$ cat config.mk
export PLATFORM = sky130hd
export DESIGN_NAME = count_stream
export DESIGN_NICKNAME = d
export VERILOG_FILES = /design/src/rtl/count_pkg.sv /design/src/rtl/count_popcnt.sv /design/src/rtl/count_stream.sv
export SDC_FILE = /design/constraint.sdc
export NUM_CORES = 1
export LEC_CHECK = 0
export BUFFER_PORTS_ARGS = -buffer_cell sky130_fd_sc_hd__clkbuf_2
export CAP_MARGIN = 0
export CORE_AREA = 2 2 230 232
export CTS_CLUSTER_SIZE = 25
export DETAILED_ROUTE_END_ITERATION = 12
export DIE_AREA = 0 0 232 234
export PLACE_DENSITY_LB_ADDON = 0.25
export SYNTH_ARGS = -nofsm -noshare
export SYNTH_HDL_FRONTEND = slang
export SYNTH_SLANG_ARGS = --single-unit
$ cat constraint.sdc
create_clock -name clk -period 6.68 [get_ports clk]
set_input_delay 0.334 -clock clk [delete_from_list [all_inputs] [get_ports clk]]
set_output_delay 0.334 -clock clk [all_outputs]
set_load 0.1 [all_outputs]
$ cat src/rtl/count_pkg.sv
// Shared types and default geometry for the streaming match counter.
// The optional saturating accumulator is enabled with COUNT_STREAM_SAT_EN.
package count_pkg;

  localparam int DEF_LANE_W    = 32;
  localparam int DEF_NUM_LANES = 16;
  localparam int DEF_LEN_W     = 16;
  localparam int DEF_CNT_W     = 32;
  localparam int DATA_W        = DEF_NUM_LANES * DEF_LANE_W;

  typedef enum logic [1:0] {
    IDLE  = 2'd0,
    RUN   = 2'd1,
    DRAIN = 2'd2,
    DONE  = 2'd3
  } state_t;

  // Width needed to hold a count of 0..lanes matches.
  function automatic int popcnt_w(input int lanes);
    return $clog2(lanes + 1);
  endfunction

  localparam int POPCNT_W = popcnt_w(DEF_NUM_LANES);

endpackage

$ cat src/rtl/count_popcnt.sv
// Population count of one line's lane-match vector.
module count_popcnt #(
  parameter int NUM_LANES = 16,
  parameter int PC_W      = 5
) (
  input  logic [NUM_LANES-1:0] match,
  output logic [PC_W-1:0]      count
);

  // Sum of match bits; synthesis balances the chain into a tree.
  always_comb begin
    count = {PC_W{1'b0}};
    for (int i = 0; i < NUM_LANES; i++) begin
      count = count + PC_W'(match[i]);
    end
  end

endmodule

$ cat src/rtl/count_stream.sv
// Counts lanes equal to a key across a burst of wide lines (compare, popcount, accumulate).
// Define COUNT_STREAM_SAT_EN for a saturating accumulator; default wraps modulo 2^CNT_W.
module count_stream
  import count_pkg::*;
#(
  parameter int LANE_W    = DEF_LANE_W,
  parameter int NUM_LANES = DEF_NUM_LANES,
  parameter int LEN_W     = DEF_LEN_W,
  parameter int CNT_W     = DEF_CNT_W
) (
  input  logic                        clk,
  input  logic                        rst_n,
  input  logic                        start,
  input  logic [LANE_W-1:0]           object,
  input  logic [LEN_W-1:0]            num_lines,
  input  logic                        in_valid,
  output logic                        in_ready,
  input  logic [NUM_LANES*LANE_W-1:0] data_set,
  output logic                        busy,
  output logic                        done,
  output logic [CNT_W-1:0]            result
);

  localparam int PC_W = popcnt_w(NUM_LANES);

  state_t                 state_r;
  state_t                 state_next_s;
  logic [LEN_W-1:0]       rem_r;
  logic [LANE_W-1:0]      obj_r;
  logic [NUM_LANES-1:0]   match_s;
  logic [NUM_LANES-1:0]   match_r;
  logic                   m_v_r;
  logic [PC_W-1:0]        pc_s;
  logic [CNT_W-1:0]       acc_r;
  logic [CNT_W-1:0]       acc_add_s;
  logic [CNT_W-1:0]       acc_next_s;
  logic                   start_acc_s;
  logic                   beat_s;
  logic                   in_ready_r;
  logic                   busy_r;
  logic                   done_r;
  logic [CNT_W-1:0]       result_r;

  assign beat_s   = in_valid && in_ready_r;
  assign in_ready = in_ready_r;
  assign busy     = busy_r;
  assign done     = done_r;
  assign result   = result_r;

  // Job sequencing; DRAIN ends once no compared line is still waiting to be accumulated.
  always_comb begin
    state_next_s = state_r;
    start_acc_s  = 1'b0;
    case (state_r)
      IDLE: begin
        if (start) begin
          start_acc_s = 1'b1;
          if (num_lines == {LEN_W{1'b0}}) begin
            state_next_s = DONE;
          end else begin
            state_next_s = RUN;
          end
        end else begin
          state_next_s = IDLE;
        end
      end
      RUN: begin
        if (beat_s && (rem_r == LEN_W'(1))) begin
          state_next_s = DRAIN;
        end else begin
          state_next_s = RUN;
        end
      end
      DRAIN: begin
        if (!m_v_r) begin
          state_next_s = DONE;
        end else begin
          state_next_s = DRAIN;
        end
      end
      DONE:    state_next_s = IDLE;
      default: state_next_s = IDLE;
    endcase
  end

  // Lane-wise compare against the captured key.
  always_comb begin
    match_s = {NUM_LANES{1'b0}};
    for (int i = 0; i < NUM_LANES; i++) begin
      match_s[i] = (data_set[i*LANE_W +: LANE_W] == obj_r);
    end
  end

  count_popcnt #(
    .NUM_LANES (NUM_LANES),
    .PC_W      (PC_W)
  ) u_popcnt (
    .match (match_r),
    .count (pc_s)
  );

`ifdef COUNT_STREAM_SAT_EN
  localparam int SUM_W = ((CNT_W > PC_W) ? CNT_W : PC_W) + 1;
  logic [SUM_W-1:0] sum_s;

  assign sum_s     = {{(SUM_W-CNT_W){1'b0}}, acc_r} + {{(SUM_W-PC_W){1'b0}}, pc_s};
  assign acc_add_s = (|sum_s[SUM_W-1:CNT_W]) ? {CNT_W{1'b1}} : sum_s[CNT_W-1:0];
`else
  assign acc_add_s = acc_r + CNT_W'(pc_s);
`endif

  // Accumulator restarts at zero on every accepted job.
  always_comb begin
    acc_next_s = acc_r;
    if (start_acc_s) begin
      acc_next_s = {CNT_W{1'b0}};
    end else if (m_v_r) begin
      acc_next_s = acc_add_s;
    end else begin
      acc_next_s = acc_r;
    end
  end

  // Control state and registered status outputs, decoded from the next state.
  always_ff @(posedge clk or negedge rst_n) begin
    if (!rst_n) begin
      state_r    <= IDLE;
      rem_r      <= {LEN_W{1'b0}};
      obj_r      <= {LANE_W{1'b0}};
      in_ready_r <= 1'b0;
      busy_r     <= 1'b0;
      done_r     <= 1'b0;
      result_r   <= {CNT_W{1'b0}};
    end else begin
      state_r    <= state_next_s;
      in_ready_r <= (state_next_s == RUN);
      busy_r     <= (state_next_s != IDLE);
      done_r     <= (state_next_s == DONE);
      if (start_acc_s) begin
        rem_r <= num_lines;
        obj_r <= object;
      end else if (beat_s) begin
        rem_r <= rem_r - LEN_W'(1);
      end
      if (state_next_s == DONE) begin
        result_r <= acc_next_s;
      end
    end
  end

  // Datapath pipeline: match vector stage, then accumulate.
  always_ff @(posedge clk or negedge rst_n) begin
    if (!rst_n) begin
      match_r <= {NUM_LANES{1'b0}};
      m_v_r   <= 1'b0;
      acc_r   <= {CNT_W{1'b0}};
    end else begin
      m_v_r <= beat_s;
      acc_r <= acc_next_s;
      if (beat_s) begin
        match_r <= match_s;
      end
    end
  end

endmodule
# Word level (Yosys, flattened, before mapping)
# Index checks and enable logic that the tools add are counted.
# word_totals
register_bits	134
inputBits	564
out_inout_bits	35
elab_cells	66
# op_classes
add_sub_neg	17
eq_ne	22
mux	11
reduce_logical	6
# op_table
op	count
$eq 32x32->1	16
$add 5x1->5	14
$mux 32	2
$add 32x5->32	1
$mux 16	2
$eq 16x1->1 const B	1
$logic_not 16->1	1
$sub 16x1->16 const B	1
$pmux 2 s4	1
$eq 2x2->1 const B	3
$mux 2	3
$eq 2x1->1 const B	2
$reduce_bool 2->1	2
$mux 1	3
$add 1x1->2	1
$logic_and 1x1->1	2
$logic_not 2->1	1

# Longest topological paths before layout
# Gate-level depths: netlist (run 1).
# depth
word_depth	18
mapped_depth	20
depth_no_buf	19

# Hierarchy
# From an unflattened synthesis (run 1), not the netlist that was laid out.
# hier_totals
cells_unflattened	1385
area_unflattened_um2	12080.3
# modules_own_cells
mod	n_inst	cells_each	area_each_um2	seq_area_each_um2
count_stream	1	1338	11672.4	3353.2
count_popcnt	1	47	407.9	0.0

# Least setup slack after synthesis (run 1)
# Ideal clock, no wire load.
# synth_path
kind	reg2reg
from	register match_r[0]
to	register result_r[30], in the netlist result[30]
setup_time_ps	125
t_arrival_ps	5020
t_required_ps	6555
path_slack_ps	1535
path_stages_with_launch	16
n_path_buf	1
period_less_slack_ps	5145
cell_sequence	dfrtp_1 -> ha_1 -> inv_1 -> fa_1 -> fa_1 -> fa_1 -> fa_1 -> fa_1 -> fa_1 -> fa_1 -> nand3b_1 -> a21boi_0 -> clkbuf_1 -> o2111ai_1 -> xor2_1 -> o21ai_1
# synth_between
elab_chain_cells	18
# synth_rtl
element	line	text
start, declared	count_stream.sv:31	logic [NUM_LANES-1:0] match_r;
start signal, assigned	count_stream.sv:154	match_r <= {NUM_LANES{1'b0}};
start signal, assigned	count_stream.sv:161	match_r <= match_s;
$add 1x1->2	count_popcnt.sv:14	count = count + PC_W'(match[i]);
$add 5x1->5 (14 in a row)	count_popcnt.sv:14	
$add 32x5->32	count_stream.sv:109	assign acc_add_s = acc_r + CNT_W'(pc_s);
$mux 32	count_stream.sv:117	end else if (m_v_r) begin
$mux 32	count_stream.sv:115	if (start_acc_s) begin
end signal, assigned	count_stream.sv:133	result_r <= {CNT_W{1'b0}};
end signal, assigned	count_stream.sv:146	result_r <= acc_next_s;
end, declared	count_stream.sv:42	logic [CNT_W-1:0] result_r;
# Every way passes these cells.
# A chain may end at the register's enable or synchronous reset.

# Worst setup path after layout (run 1)
# layout_path
from	register match_r[0]
to	register result_r[15], in the netlist result[15]
# Same word-level chain as after synthesis.

==> metrics.log, run 1 <==
INFO  metric dominantRegCellSynth = sky130_fd_sc_hd__dfrtp_1
INFO  metric power_switching = slightly above 2 mW
INFO  metric postSynthAreaPerCell = a little over 9 µm²
INFO  metric run_status = completed
INFO  metric die_h = around 230 µm
INFO  metric min_delay_path_class = input pin to flip-flop
INFO  metric critical_path.slowest_cell = sky130_fd_sc_hd__ha_1
INFO  metric worstSetupEndpointType = flip-flop
INFO  metric power_leakage = 7.537 nW
INFO  metric routabilityCongestion = approximately 0.97
INFO  metric number_of_maximum_capacitance_violations = 0
INFO  metric cp_max_fo = 14
INFO  metric clock_power_share = between 20% and 30%
INFO  metric antenna_violations_before_repair = 19
INFO  metric portBuffers = 598
INFO  metric cts_root_buf = sky130_fd_sc_hd__clkbuf_16
INFO  metric synthTopCellsByArea = sky130_fd_sc_hd__dfrtp_1, sky130_fd_sc_hd__xnor2_1, sky130_fd_sc_hd__xor2_1
INFO  metric synth_top_cell_area_share = ~28%
INFO  metric route.antenna.remaining_nets = 0
INFO  metric global_route.overflow_total = 0
INFO  metric worst_slew_margin_rel = 26.73%
INFO  metric clock_sink_count = 134
INFO  metric drt-pass1-iter-count = 5
INFO  metric dr_total_vias = around 12000
INFO  metric critical-path-top-delay-family = adder cells
INFO  metric worst_clock_skew = roughly 0.012 ns
INFO  metric cts_setup_buffers = 0
INFO  metric drt_iter0_drc = around 760
INFO  metric start_util = a little under a quarter
INFO  metric die_w = 232 µm
INFO  metric synth_warnings = 0
INFO  metric synth_edf_count = 0
INFO  metric synth_area = approximately 0.012 mm²
INFO  metric cts.hold.buffers_added = 1
INFO  metric worst_voltage_drop_across_the_vdd_grid = roughly 0.00017 V
INFO  metric nNetsFinal = approximately 2500
INFO  metric pwr-share-comb = between 50 and 60%
INFO  metric arrival = just under 6 ns
INFO  metric ys_seq_elements = between 100 and 150
INFO  metric final-seq-area = approximately 0.0034 mm²
INFO  metric final_hold_viol_count = 0
INFO  metric grt_max_degree = ~80
INFO  metric max_clock_freq = 179.7 MHz
INFO  metric sum_neg_setup_slack = 0 ns
INFO  metric number_of_core_rows = between 80 and 90
INFO  metric setup-violations-final = 0
INFO  metric wire_length_of_the_first_global_routing_pass = between 90000 and 100000 µm
INFO  metric avgViaCountPerCell = around 4.8
INFO  metric ys_types = 57
INFO  metric critical-path-max-stage-delay = roughly 0.54 ns
INFO  metric first_global_vias = between 10000 and 15000
INFO  metric fillers = about 5600
INFO  metric die-area = about 0.054 mm²
INFO  metric clk-insertion-delay-late = 0.43 ns
INFO  metric powerDensity = 271.9 mW/mm²
INFO  metric path_cells = ha_1, inv_1, fa_1, fa_1, fa_1, fa_1, fa_1, fa_1, nor2b_1, o21a_1, ha_1, a21oi_1, buf_4, a2111oi_0, xnor2_1, o21ai_0
INFO  metric cp_common_cell = sky130_fd_sc_hd__fa_1
INFO  metric slew_viol_final = 0
INFO  metric route.detailed.wl_per_inst = 25.47 µm
INFO  metric multi_input_comb_area = 0.008252 mm²
INFO  metric worst_path_buffer_plus_inverter_count = 2
INFO  metric power.share.switching = 45.21%
INFO  metric io_pins = ~600
INFO  metric layout-area-overhead-vs-synth = 36.24%
INFO  metric worst-setup-path-type = flip-flop to flip-flop
INFO  metric core-area = approximately 0.052 mm²
INFO  metric synth-async-reset-ratio = 100.0%
INFO  metric cts_max_path_buffers = 2
INFO  metric globalRouteTotalUtil = approximately 24%
INFO  metric post-route-period-util = approximately 83%
INFO  metric drc_errors = 0
INFO  metric dp_slack = around 1.1 ns
INFO  metric hpwlAfterDp = around 53000 µm
INFO  metric cts-buffers-inserted = 17
INFO  metric cts_tree = yes
INFO  metric power.share.sequential = between 20 and 30%
INFO  metric drive_above_1_share = a little under two fifths
INFO  metric clkSlewWorstSetupHoldPaths = 0.06 ns
INFO  metric total_wire_length = roughly 67000 µm
INFO  metric worst_case_setup_margin_in_the_final_layout = roughly 1.1 ns
INFO  metric worst_slew_pin_slew = between 1 and 1.5 ns
INFO  metric final_period_minus_worst_setup_slack = 5.563 ns
INFO  metric power.internal = 2.465 mW
INFO  metric unrepaired_setup_endpoints_after_global_routing = no
INFO  metric required = roughly 7.0 ns
INFO  metric seq_area_frac_synth = between 20% and 30%
INFO  metric synth_fp_nets = between 1500 and 2000
INFO  metric htree_levels = 4
INFO  metric ctsResizeCount = 0
INFO  metric synth.largest_area_cell = sky130_fd_sc_hd__dfrtp_1
INFO  metric setup.worst_path.start_class = flip-flop
INFO  metric syn_inst = 1332
## worst register-to-register path, stage by stage, from the launching register on
cell,delay (ns)
sky130_fd_sc_hd__dfrtp_1,0.39
sky130_fd_sc_hd__ha_1,0.28
sky130_fd_sc_hd__inv_1,0.04
sky130_fd_sc_hd__fa_1,0.50
sky130_fd_sc_hd__fa_1,0.45
sky130_fd_sc_hd__fa_1,0.52
sky130_fd_sc_hd__fa_1,0.43
sky130_fd_sc_hd__fa_1,0.42
sky130_fd_sc_hd__fa_1,0.47
sky130_fd_sc_hd__nor2b_1,0.13
sky130_fd_sc_hd__o21a_1,0.14
sky130_fd_sc_hd__ha_1,0.54
sky130_fd_sc_hd__a21oi_1,0.09
sky130_fd_sc_hd__buf_4,0.23
sky130_fd_sc_hd__a2111oi_0,0.49
sky130_fd_sc_hd__xnor2_1,0.19
sky130_fd_sc_hd__o21ai_0,0.10
## power groups by stage
stage               Combinational [mW]  Clock, mW  Sequential (mW)
finish                            2.34      0.917             1.24
global route                      2.51      0.975             1.26
CTS                               2.34      0.936             1.24
detailed placement                2.33          0             1.25
global placement                  2.30          0             1.25
floorplan                         1.53          0             1.10
## cells in the mapped netlist, types with 32 or more instances
library cell               instances
sky130_fd_sc_hd__nand2_1          59
sky130_fd_sc_hd__inv_1            39
sky130_fd_sc_hd__dfrtp_1         134
sky130_fd_sc_hd__xnor2_1         293
sky130_fd_sc_hd__mux2_2           32
sky130_fd_sc_hd__xor2_1          259
sky130_fd_sc_hd__clkbuf_1         49
sky130_fd_sc_hd__o21ai_0          36
sky130_fd_sc_hd__nor2_1           49
sky130_fd_sc_hd__nand4_1          84
sky130_fd_sc_hd__buf_2            36
sky130_fd_sc_hd__nor4_1           69
## registers in the layout, summed over array words and instances (netlist names)
signal,cells
acc_r,32
busy,1
done,1
in_ready,1
m_v_r,1
match_r,16
obj_r,32
rem_r,16
result,32
state_r,2
## metal layers
layer	GRT usage (%)	routed length [µm]
met5	0	49
met4	12.28	3017
met3	5.435	4395
met2	40.13	31970
met1	29.22	27180
## worst paths after layout
| kind | endpoint | cells after the start | from | slack (ns) |
|---|---|---|---|---|
| worst max-delay path | result[15]$_DFFE_PN0P_ | 16 | match_r[0]$_DFFE_PN0P_ | 1.12 |
| worst min-delay path | obj_r[10]$_DFFE_PN0P_ | 3 | object[10] | 0.12 |
| worst max register to register | result[15]$_DFFE_PN0P_ | 16 | match_r[0]$_DFFE_PN0P_ | 1.12 |
| worst min register to register | result[24]$_DFFE_PN0P_ | 2 | result[24]$_DFFE_PN0P_ | 0.48 |
| max in group asynchronous | acc_r[10]$_DFF_PN0_ | 3 | rst_n | 4.89 |
| min in group asynchronous | rem_r[12]$_DFFE_PN0P_ | 2 | rst_n | 0.54 |
## stage by stage
step           util [%]  instances  power (mW)  hold slack [ns]  area [µm²]
6_report          31.80       2616       4.498           0.1210       16540
2_1_floorplan         -       1332       2.627          0.03841       12140
3_5_place_dp      30.62       2567       3.572           0.4627       15930
5_1_grt           31.77       2611       4.742           0.1181       16530
4_1_cts           31.72       2600       4.508           0.1044       16500
3_3_place_gp      30.62       2567       3.544           0.4564       15930
## cell type report
class / instances / area share, %
repair buffers: 640 / 20.05
flip-flops and latches: 134 / 20.30
clock inverters: 13 / 0.7412
well taps: 688 / 5.203
diodes: 16 / 0.2420
clock buffers: 19 / 2.677
multi-input cells: 1066 / 49.88
inverters: 40 / 0.9076
## layout by cell type (no fill, tap or decap), types with 4 or more instances in the layout
| master | count |
|---|---|
| sky130_fd_sc_hd__ha_1 | 13 |
| sky130_fd_sc_hd__o21ai_1 | 10 |
| sky130_fd_sc_hd__nand3_1 | 29 |
| sky130_fd_sc_hd__and3_1 | 5 |
| sky130_fd_sc_hd__o2111ai_1 | 4 |
| sky130_fd_sc_hd__nor4_1 | 67 |
| sky130_fd_sc_hd__xnor2_1 | 293 |
| sky130_fd_sc_hd__nand4_1 | 84 |
| sky130_fd_sc_hd__diode_2 | 16 |
| sky130_fd_sc_hd__o211ai_1 | 8 |
| sky130_fd_sc_hd__and4_1 | 5 |
| sky130_fd_sc_hd__nor2_1 | 49 |
| sky130_fd_sc_hd__clkinvlp_4 | 4 |
| sky130_fd_sc_hd__clkbuf_16 | 17 |
| sky130_fd_sc_hd__inv_6 | 4 |
| sky130_fd_sc_hd__a21o_1 | 5 |
| sky130_fd_sc_hd__dfrtp_1 | 130 |
| sky130_fd_sc_hd__o21ai_0 | 36 |
| sky130_fd_sc_hd__a21oi_1 | 15 |
| sky130_fd_sc_hd__nand2_1 | 59 |
| sky130_fd_sc_hd__mux2i_1 | 4 |
| sky130_fd_sc_hd__fa_1 | 11 |
| sky130_fd_sc_hd__o22ai_1 | 15 |
| sky130_fd_sc_hd__xor2_1 | 259 |
| sky130_fd_sc_hd__nor3_1 | 19 |
| sky130_fd_sc_hd__mux2_2 | 32 |
| sky130_fd_sc_hd__or3_1 | 4 |
| sky130_fd_sc_hd__dfrtp_2 | 4 |
| sky130_fd_sc_hd__buf_4 | 41 |
| sky130_fd_sc_hd__inv_1 | 39 |
| sky130_fd_sc_hd__clkbuf_2 | 597 |
## logic make-up (layout without fill, tap and decap cells)
| kind of cell | count (synthesis) | after routing | synth area share, % |
|---|---|---|---|
| other | 0 | 16 | 0 |
| XOR/XNOR | 552 | 552 | 39.81 |
| AND/OR/NAND/NOR | 341 | 341 | 15.33 |
| adder cells (fa/ha/maj) | 24 | 24 | 3.153 |
| buffers and inverters | 132 | 712 | 4.575 |
| multiplexers | 36 | 36 | 3.297 |
| AO/OA/AOI/OAI | 113 | 113 | 6.213 |
| flip-flops | 134 | 134 | 27.61 |
(Power assumes the default switching activity.)
==> run 2: changes to the inputs <==
--- a/config.mk
+++ b/config.mk
@@ -5,12 +5,13 @@
 export SDC_FILE = /design/constraint.sdc
 export NUM_CORES = 1
 export LEC_CHECK = 0
+export ABC_AREA = 1
 export BUFFER_PORTS_ARGS = -buffer_cell sky130_fd_sc_hd__clkbuf_2
 export CAP_MARGIN = 0
-export CORE_AREA = 2 2 230 232
+export CORE_AREA = 2 2 232 234
 export CTS_CLUSTER_SIZE = 25
 export DETAILED_ROUTE_END_ITERATION = 12
-export DIE_AREA = 0 0 232 234
+export DIE_AREA = 0 0 234 236
 export PLACE_DENSITY_LB_ADDON = 0.25
 export SYNTH_ARGS = -nofsm -noshare
 export SYNTH_HDL_FRONTEND = slang
==> constraint.sdc (replaced) <==
create_clock -name clk -period 4.65 [get_ports clk]
set_input_delay 0.2325 -clock clk [delete_from_list [all_inputs] [get_ports clk]]
set_output_delay 0.2325 -clock clk [all_outputs]
set_load 0.1 [all_outputs]
==> run 2 against run 1 <==
  * The run now ends with setup timing left
  * Clock-buffer cell count decreased by 2
  * Power is 97% higher
  * Largest cell class unchanged
  * Combinational power up 140%
  * Largest power group unchanged
  * Highest routed layer unchanged
  * Die area grew 1.7%
  * Non-clock buffer count grew 33
  * Synthesized cell count grew 63%
  * Critical path type unchanged
  * Global-route usage up 7.7 points
==> metrics.log, run 2 <==
INFO  metric run_status = finished with violations
INFO  metric violated_checks = setup timing
INFO  metric synth_warnings = 0 (unchanged)
INFO  metric cts_tree = yes
INFO  metric worst_slew_pin_slew = 1.097 ns (+0.008068 ns)
INFO  metric global_route.overflow_total = 0 (unchanged)
INFO  metric number_of_maximum_capacitance_violations = 0 (unchanged)
INFO  metric dominantRegCellSynth = sky130_fd_sc_hd__dfrtp_1
INFO  metric die-area = 0.05522 mm² (+1.7%)
INFO  metric worst_clock_skew = 0.009432 ns (-0.002815 ns)
INFO  metric dr_total_vias = 17500 (+41%)
INFO  metric htree_levels = 4 (unchanged)
INFO  metric antenna_violations_before_repair = 19 (unchanged)
INFO  metric worst-r2r-setup-slack = -0.33 ns (-1.44 ns)
INFO  metric ys_seq_elements = 134 (unchanged)
INFO  metric cts_root_buf = sky130_fd_sc_hd__clkbuf_16
INFO  metric wire_length_of_the_first_global_routing_pass = 123900 µm (+35%)
INFO  metric total_wire_length = 89220 µm (+34%)
INFO  metric synth_area = 0.01377 mm² (+13%)
INFO  metric min_delay_path_class = input pin to flip-flop
INFO  metric fin_worst_hold_slack = 0.02787 ns (-0.09316 ns)
INFO  metric route.antenna.remaining_nets = 0 (unchanged)
INFO  metric required = 4.99 ns (-1.97 ns)
INFO  metric setup-violations-final = 56 (+56)
INFO  metric power_leakage = 9.572 nW (+27%)
INFO  metric core-area = 0.05307 mm² (+2.0%)
INFO  metric most-common-layout-cells = sky130_fd_sc_hd__nand2_1, sky130_fd_sc_hd__clkbuf_2, sky130_fd_sc_hd__inv_1, sky130_fd_sc_hd__nor2_1, sky130_fd_sc_hd__dfrtp_1
INFO  metric worst_r2r_path_depth = 18 (+2)
INFO  metric synth_fp_nets = 2753 (+43%)
INFO  metric clock_sink_count = 134 (unchanged)
INFO  metric synth-async-reset-ratio = 100.0% (unchanged)
INFO  metric cts_max_path_buffers = 2 (unchanged)
INFO  metric synth_top_cell_area_share = 24.36% (-3.3 points)
INFO  metric final_common_cell = sky130_fd_sc_hd__nand2_1
INFO  metric whs_endpoint = obj_r[28]$_DFFE_PN0P_
INFO  metric slew_viol_final = 0 (unchanged)
INFO  metric arrival = 5.32 ns (-0.52 ns)
INFO  metric final_hold_viol_count = 0 (unchanged)
INFO  metric first_global_vias = 17330 (+34%)
INFO  metric timing.rr.end = acc_r[28]$_DFF_PN0_
INFO  metric worstHoldStart = object[28]
INFO  metric die_w = 234 µm (+0.86%)
INFO  metric clk-insertion-delay-late = 0.45 ns (+0.02 ns)
INFO  metric place_area = 0.01759 mm² (+10%)
INFO  metric cp_max_fo = 10 (-4)
INFO  metric synth.largest_area_cell = sky130_fd_sc_hd__dfrtp_1
INFO  metric worst-setup-path-type = flip-flop to flip-flop
INFO  metric fillers = 5951 (+6.2%)
INFO  metric unrepaired_setup_endpoints_after_global_routing = yes
INFO  metric worst_voltage_drop_across_the_vdd_grid = 0.0003068 V (+78%)
INFO  metric layout-area-overhead-vs-synth = 36.07%
INFO  metric synthTopCellsByArea = sky130_fd_sc_hd__dfrtp_1, sky130_fd_sc_hd__nand2_1, sky130_fd_sc_hd__xor2_1
INFO  metric globalRouteTotalUtil = 31.83% (+7.7 points)
INFO  metric ys_types = 45 (-21%)
INFO  metric route.detailed.wl_per_inst = 25.62 µm (+0.62%)
INFO  metric grt_max_degree = 54 (-34%)
INFO  metric layout.cell_area.non_filler = 0.01873 mm² (+13%)
INFO  metric worst_slew_margin_rel = 26.78% (+0.053 points)
INFO  metric io_pins = 599 (unchanged)
INFO  metric netlist_top_cells_count = sky130_fd_sc_hd__nand2_1, sky130_fd_sc_hd__inv_1, sky130_fd_sc_hd__nor2_1
INFO  metric setup.worst_path.start_class = flip-flop
INFO  metric avgViaCountPerCell = 5.026 (+5.7%)
INFO  metric seq_area_frac_synth = 24.36% (-3.3 points)
INFO  metric nNetsFinal = 3344 (+34%)
INFO  metric r2r-start = match_r[0]$_DFFE_PN0P_
INFO  metric cts-buffers-inserted = 17 (unchanged)
INFO  metric synth_edf_count = 0 (unchanged)
INFO  metric drt-pass1-iter-count = 7 (+2)
INFO  metric final_period_minus_worst_setup_slack = 4.977 ns (-0.5865 ns)
INFO  metric number_of_core_rows = 85 (+1.2%)
INFO  metric max_clock_freq = 200.9 MHz (+12%)
INFO  metric yosys.cell_count.top_type = sky130_fd_sc_hd__nand2_1
INFO  metric post-route-period-util = 107.0% (+24 points)
INFO  metric start_util = 25.94% (+2.6 points)
INFO  metric syn_inst = 2165 (+63%)
INFO  metric hpwlAfterDp = 73090 µm (+37%)
INFO  metric hold_depth = 3 (unchanged)
INFO  metric postSynthAreaPerCell = 6.359 µm² (-30%)
INFO  metric worst_case_setup_margin_in_the_final_layout = -0.3268 ns (-1.443 ns)
INFO  metric drc_errors = 0 (unchanged)
INFO  metric routabilityCongestion = 0.9689 (+0.22%)
INFO  metric worstSetupEndpointType = flip-flop
INFO  metric clkSlewWorstSetupHoldPaths = 0.07 ns (about the same)
INFO  metric drive_above_1_share = 32.00% (-6.0 points)
INFO  metric drt_iter0_drc = 1358 (+80%)
INFO  metric portBuffers = 598 (unchanged)
INFO  metric die_h = 236 µm (+0.85%)
INFO  metric powerDensity = 474.2 mW/mm² (+74%)
## run 2: metrics by stage
| stage | setup slack, ns | setup TNS (ns) | cells | util (%) | power [mW] |
|---|---|---|---|---|---|
| finish | -0.3268 | -9.446 | 3482 | 35.30 | 8.884 |
| floorplan | -0.04410 | -0.04560 | 2165 | - | 4.965 |
| global placement | -0.4030 | -13.51 | 3415 | 33.14 | 7.349 |
| detailed placement | -0.5611 | -21.04 | 3415 | 33.14 | 7.372 |
| global route | -0.4825 | -19.63 | 3475 | 35.27 | 9.350 |
| CTS | -0.3343 | -11.26 | 3461 | 34.82 | 8.805 |
## run 2: routing by layer
metal | part of all wire [%] | track usage, % | up-vias
met4 | 4.8 | 14.54 | 4
met5 | 0.030 | 0 | -
met1 | 42 | 40.34 | 8337
li1 | - | - | 8171
met2 | 47 | 52.60 | 825
met3 | 6.7 | 5.210 | 162
## run 2: worst max path at each step
stage / from / end / slack, ns / cells past startpoint
6_report: match_r[0]$_DFFE_PN0P_ / acc_r[28]$_DFF_PN0_ / -0.33 / 18
5_1_grt: match_r[1]$_DFFE_PN0P_ / result[18]$_DFFE_PN0P_ / -0.48 / 21
4_1_cts: match_r[0]$_DFFE_PN0P_ / acc_r[28]$_DFF_PN0_ / -0.33 / 18
3_5_place_dp: match_r[1]$_DFFE_PN0P_ / result[21]$_DFFE_PN0P_ / -0.56 / 19
3_3_place_gp: match_r[0]$_DFFE_PN0P_ / result[21]$_DFFE_PN0P_ / -0.40 / 19
2_1_floorplan: match_r[0]$_DFFE_PN0P_ / acc_r[28]$_DFF_PN0_ / -0.04 / 18
## run 2: final cells by class
class	instances	area [µm²]	share of cell area [%]
clock inverters	15	138.9	0.7414
repair buffers	673	3601	19.22
clock buffers	17	425.4	2.271
multi-input cells	1717	9498	50.70
diodes	17	42.54	0.2271
inverters	213	803.3	4.288
well taps	696	870.8	4.649
flip-flops and latches	134	3353	17.90
## run 2: logic make-up after synthesis
kind of cell	count (synthesis)	synth area share (%)
AND/OR/NAND/NOR	1217	38.48
buffers and inverters	314	9.434
AO/OA/AOI/OAI	259	11.14
XOR/XNOR	217	13.81
flip-flops	134	24.36
adder cells (fa/ha/maj)	24	2.781
## run 2: power breakdown
part,internal (mW),switching [mW]
Combinational,1.81,3.86
Sequential,1.40,0.462
Clock,0.707,0.647
Total,3.92,4.97
## run 2: timing repair
| action | CTS | global route |
|---|---|---|
| hold endpoints to repair | 57 | 0 |
| setup endpoints to repair | 58 | 61 |
| setup buffers | 5 | 4 |
| pin swaps | 20 | 22 |
| hold buffers | 9 | 0 |
| gates resized for setup | 53 | 48 |
## run 2: worst max-delay path, cell delays in order, from the launching register on
cell and delay, ns:
sky130_fd_sc_hd__dfrtp_1 0.38, sky130_fd_sc_hd__ha_1 0.28, sky130_fd_sc_hd__inv_1 0.04, sky130_fd_sc_hd__fa_1 0.50, sky130_fd_sc_hd__fa_1 0.44, sky130_fd_sc_hd__fa_1 0.51, sky130_fd_sc_hd__fa_1 0.44, sky130_fd_sc_hd__fa_2 0.38
sky130_fd_sc_hd__fa_2 0.40, sky130_fd_sc_hd__xnor2_2 0.18, sky130_fd_sc_hd__ha_4 0.31, sky130_fd_sc_hd__nand2_2 0.08, sky130_fd_sc_hd__nor2_4 0.11, sky130_fd_sc_hd__nand2_2 0.08, sky130_fd_sc_hd__nand3_4 0.12, sky130_fd_sc_hd__buf_12 0.14
sky130_fd_sc_hd__nand4_1 0.09, sky130_fd_sc_hd__or2_1 0.24, sky130_fd_sc_hd__and2_1 0.15
==> run 3: changes to the inputs <==
--- a/config.mk
+++ b/config.mk
@@ -8,11 +8,12 @@
 export ABC_AREA = 1
 export BUFFER_PORTS_ARGS = -buffer_cell sky130_fd_sc_hd__clkbuf_2
 export CAP_MARGIN = 0
-export CORE_AREA = 2 2 232 234
+export CORE_AREA = 2 2 231 233
 export CTS_CLUSTER_SIZE = 25
 export DETAILED_ROUTE_END_ITERATION = 12
-export DIE_AREA = 0 0 234 236
+export DIE_AREA = 0 0 233 235
 export PLACE_DENSITY_LB_ADDON = 0.25
 export SYNTH_ARGS = -nofsm -noshare
 export SYNTH_HDL_FRONTEND = slang
+export SYNTH_HIERARCHICAL = 1
 export SYNTH_SLANG_ARGS = --single-unit
==> run 3 against run 2 <==
  * The flow still finishes with violations (setup timing)
  * Clock power up 7%
  * Area after synthesis fell by 3.1%
  * Global-route usage decreased by 2.3 points
  * Die area fell by 0.85%
  * Combinational power down 8.6%
  * Synthesized cell count shrank 7.5%
  * Cell count is 5.9% lower
  * Register-to-register slack better by 0.32 ns
  * Wire length decreased by 7.3%
  * Via count down 5.4%
  * Critical path type unchanged
==> metrics.log, run 3 <==
INFO  metric worstHoldStart = object[2]
INFO  metric ys_types = 50 (+11%)
INFO  metric clock_sink_count = 134 (unchanged)
INFO  metric dr_total_vias = 16560 (-5.4%)
INFO  metric antenna_violations_before_repair = 12 (-7)
INFO  metric synthTopCellsByArea = sky130_fd_sc_hd__dfrtp_1, sky130_fd_sc_hd__nand2_1, sky130_fd_sc_hd__xnor2_1
INFO  metric final_hold_viol_count = 0 (unchanged)
INFO  metric synth_fp_nets = 2589 (-6.0%)
INFO  metric globalRouteTotalUtil = 29.55% (-2.3 points)
INFO  metric post-route-period-util = 100.2% (-6.8 points)
INFO  metric setup.worst_path.start_class = flip-flop
INFO  metric dp_slack = -0.08989 ns (+0.4712 ns)
INFO  metric multi_input_comb_area = 0.009025 mm² (-5.0%)
INFO  metric critical_path.slowest_cell = sky130_fd_sc_hd__fa_1
INFO  metric io_pins = 599 (unchanged)
INFO  metric final_period_minus_worst_setup_slack = 4.659 ns (-0.3175 ns)
INFO  metric number_of_maximum_capacitance_violations = 0 (unchanged)
INFO  metric drt_iter0_drc = 1371 (+0.96%)
INFO  metric hpwlAfterDp = 66930 µm (-8.4%)
INFO  metric number_of_core_rows = 84 (-1.2%)
INFO  metric start_point_of_the_critical_path = match_r[15]$_DFFE_PN0P_
INFO  metric worst-r2r-setup-slack = -0.009 ns (+0.32 ns)
INFO  metric powerDensity = 476.8 mW/mm² (+0.54%)
INFO  metric layout-area-overhead-vs-synth = 35.09%
INFO  metric worst-setup-path-type = flip-flop to flip-flop
INFO  metric cts_max_path_buffers = 2 (unchanged)
INFO  metric most-common-layout-cells = sky130_fd_sc_hd__clkbuf_2, sky130_fd_sc_hd__nand2_1, sky130_fd_sc_hd__inv_1, sky130_fd_sc_hd__nor2_1, sky130_fd_sc_hd__dfrtp_1
INFO  metric power_leakage = 8.936 nW (-6.6%)
INFO  metric worst_case_setup_margin_in_the_final_layout = -0.009331 ns (+0.3175 ns)
INFO  metric cts-buffers-inserted = 17 (unchanged)
INFO  metric drc_errors = 0 (unchanged)
INFO  metric final_common_cell = sky130_fd_sc_hd__clkbuf_2
INFO  metric required = 4.94 ns (-0.05 ns)
INFO  metric ys_seq_elements = 134 (unchanged)
INFO  metric final_cells = 3275 (-5.9%)
INFO  metric clk-insertion-delay-late = 0.44 ns (about the same)
INFO  metric netlist_top_cells_count = sky130_fd_sc_hd__nand2_1, sky130_fd_sc_hd__inv_1, sky130_fd_sc_hd__nor2_1
INFO  metric worst_voltage_drop_across_the_vdd_grid = 0.0003380 V (+10%)
INFO  metric route.antenna.remaining_nets = 0 (unchanged)
INFO  metric syn_inst = 2002 (-7.5%)
INFO  metric global_route.overflow_total = 0 (unchanged)
INFO  metric avgViaCountPerCell = 5.056 (+0.62%)
INFO  metric start_util = 25.55% (-0.39 points)
INFO  metric htree_levels = 4 (unchanged)
INFO  metric yosys.cell_count.top_type = sky130_fd_sc_hd__nand2_1
INFO  metric cp_common_cell = sky130_fd_sc_hd__fa_1
INFO  metric worst_slew_margin_rel = 27.31% (+0.54 points)
INFO  metric max_clock_freq = 214.6 MHz (+6.8%)
INFO  metric crit_end = result[16]$_DFFE_PN0P_
INFO  metric core-area = 0.05224 mm² (-1.6%)
INFO  metric drt-pass1-iter-count = 7 (unchanged)
INFO  metric unrepaired_setup_endpoints_after_global_routing = yes
INFO  metric clkSlewWorstSetupHoldPaths = 0.07 ns (about the same)
INFO  metric first_global_vias = 16850 (-2.8%)
INFO  metric layout.cell_area.non_filler = 0.01803 mm² (-3.8%)
INFO  metric placedCellCount = 3232 (-5.4%)
INFO  metric synth_edf_count = 0 (unchanged)
INFO  metric nNetsFinal = 3160 (-5.5%)
INFO  metric path_cells = inv_2, fa_1, fa_1, fa_1, fa_1, inv_1, ha_2, inv_2, fa_2, xnor2_2, ha_4, nand2_2, nand2_2, nand3_2, nand2_4, nand3_4, buf_4, nor2_4, nand2_1, nand3_2, o21ai_0
INFO  metric route.detailed.wl_per_inst = 25.24 µm (-1.5%)
INFO  metric postSynthAreaPerCell = 6.666 µm² (+4.8%)
INFO  metric final-seq-area = 0.003353 mm² (unchanged)
INFO  metric min_delay_path_class = input pin to flip-flop
INFO  metric routabilityCongestion = 0.9961 (+2.8%)
INFO  metric grt_max_degree = 97 (+80%)
INFO  metric slew_viol_final = 0 (unchanged)
INFO  metric place_area = 0.01704 mm² (-3.1%)
INFO  metric portBuffers = 598 (unchanged)
INFO  metric die_h = 235 µm (-0.42%)
INFO  metric fillers = 5717 (-3.9%)
INFO  metric cp_max_fo = 6 (-4)
INFO  metric cts_tree = yes
INFO  metric die_w = 233 µm (-0.43%)
INFO  metric violated_checks = setup timing
INFO  metric worst_r2r_path_depth = 21 (+3)
INFO  metric dominantRegCellSynth = sky130_fd_sc_hd__dfrtp_1
INFO  metric drive_above_1_share = 31.80% (-0.20 points)
INFO  metric fin_worst_hold_slack = 0.008508 ns (-0.01936 ns)
INFO  metric timing.rr.end = result[16]$_DFFE_PN0P_
INFO  metric setup-violations-final = 1 (-98%)
INFO  metric wire_length_of_the_first_global_routing_pass = 116300 µm (-6.1%)
INFO  metric critical-path-max-stage-delay = 0.57 ns (+0.06 ns)
INFO  metric worst_slew_pin_slew = 1.090 ns (-0.006846 ns)
INFO  metric arrival = 4.95 ns (-0.37 ns)
INFO  metric cts_root_buf = sky130_fd_sc_hd__clkbuf_16
INFO  metric r2r-start = match_r[15]$_DFFE_PN0P_
INFO  metric worst_clock_skew = 0.01165 ns (+0.002215 ns)
INFO  metric synth-async-reset-ratio = 100.0% (unchanged)
INFO  metric synth_area = 0.01335 mm² (-3.1%)
INFO  metric total_wire_length = 82680 µm (-7.3%)
INFO  metric synth_warnings = 6 (+6)
INFO  metric seq_area_frac_synth = 25.13% (+0.77 points)
INFO  metric worstSetupEndpointType = flip-flop
INFO  metric die-area = 0.05476 mm² (-0.85%)
INFO  metric run_status = finished with violations
INFO  metric synth.largest_area_cell = sky130_fd_sc_hd__dfrtp_1
INFO  metric synth_top_cell_area_share = 25.13% (+0.77 points)
run 3: area by class of cell:
class                   count  share of cell area (%)
multi-input cells        1571                   50.06
repair buffers            655                   19.13
flip-flops and latches    134                   18.60
well taps                 688                   4.775
inverters                 194                   4.053
clock buffers              20                   2.533
clock inverters            11                  0.8259
diodes                      2                 0.02776
run 3: power breakdown:
part | total (mW) | leakage [nW] | switching (mW) | internal, mW
clock network | 1.44 | 0.289 | 0.567 | 0.871
logic | 5.18 | 6.87 | 3.48 | 1.71
registers | 1.97 | 1.77 | 0.586 | 1.39
run 3: repair_timing:
item / CTS / global route
setup buffers: 3 / 6
hold buffers: 1 / 0
endpoints found under the setup margin: 23 / 55
hold endpoints to repair: 95 / 0
resized for setup: 13 / 67
pin swaps: 10 / 21
run 3: per-layer routing:
metal  vias to the layer above  track usage, %  share of wire (%)
met5                         -               0              0.085
met4                        10           9.130                3.0
met3                       108           5.813                7.5
met2                       798           49.03                 47
met1                      7916           38.43                 42
li1                       7728               -                  -
run 3: worst min-delay path by stage:
stage | cells after the start | slack (ns) | endpoint
after CTS | 3 | 0.0001 | obj_r[2]$_DFFE_PN0P_
final | 3 | 0.009 | obj_r[2]$_DFFE_PN0P_
after global placement | 1 | 0.42 | result[12]$_DFFE_PN0P_
after detailed placement | 1 | 0.43 | result[18]$_DFFE_PN0P_
after global routing | 3 | 0.02 | obj_r[13]$_DFFE_PN0P_
after floorplan | 0 | -0.06 | acc_r[0]$_DFF_PN0_
run 3: per-stage QoR:
step | setup TNS (ns) | utilization [%] | total power [mW]
after detailed placement | -0.6289 | 32.62 | 7.077
after global routing | -7.181 | 34.51 | 9.075
after CTS | -0.0006328 | 33.95 | 8.542
final | -0.009331 | 34.51 | 8.596
after floorplan | 0 | - | 4.837
after global placement | -0.06400 | 32.62 | 7.039
run 3: logic make-up after synthesis:
kind of cell    count (synthesis)  synth area share [%]
simple gates                 1015                 33.44
xor+xnor                      227                 14.90
buf+inv                       297                 9.404
flops                         134                 25.13
fa+ha+maj                      23                 2.775
compound gates                306                 14.35
run 3: worst max-delay path, delay by kind of cell, from the launching register on:
kind            cells  cell delay [ns]
buf+inv             4             0.35
xor+xnor            1             0.18
flops               1             0.37
fa+ha+maj           7             2.85
simple gates        8             0.69
compound gates      1             0.07
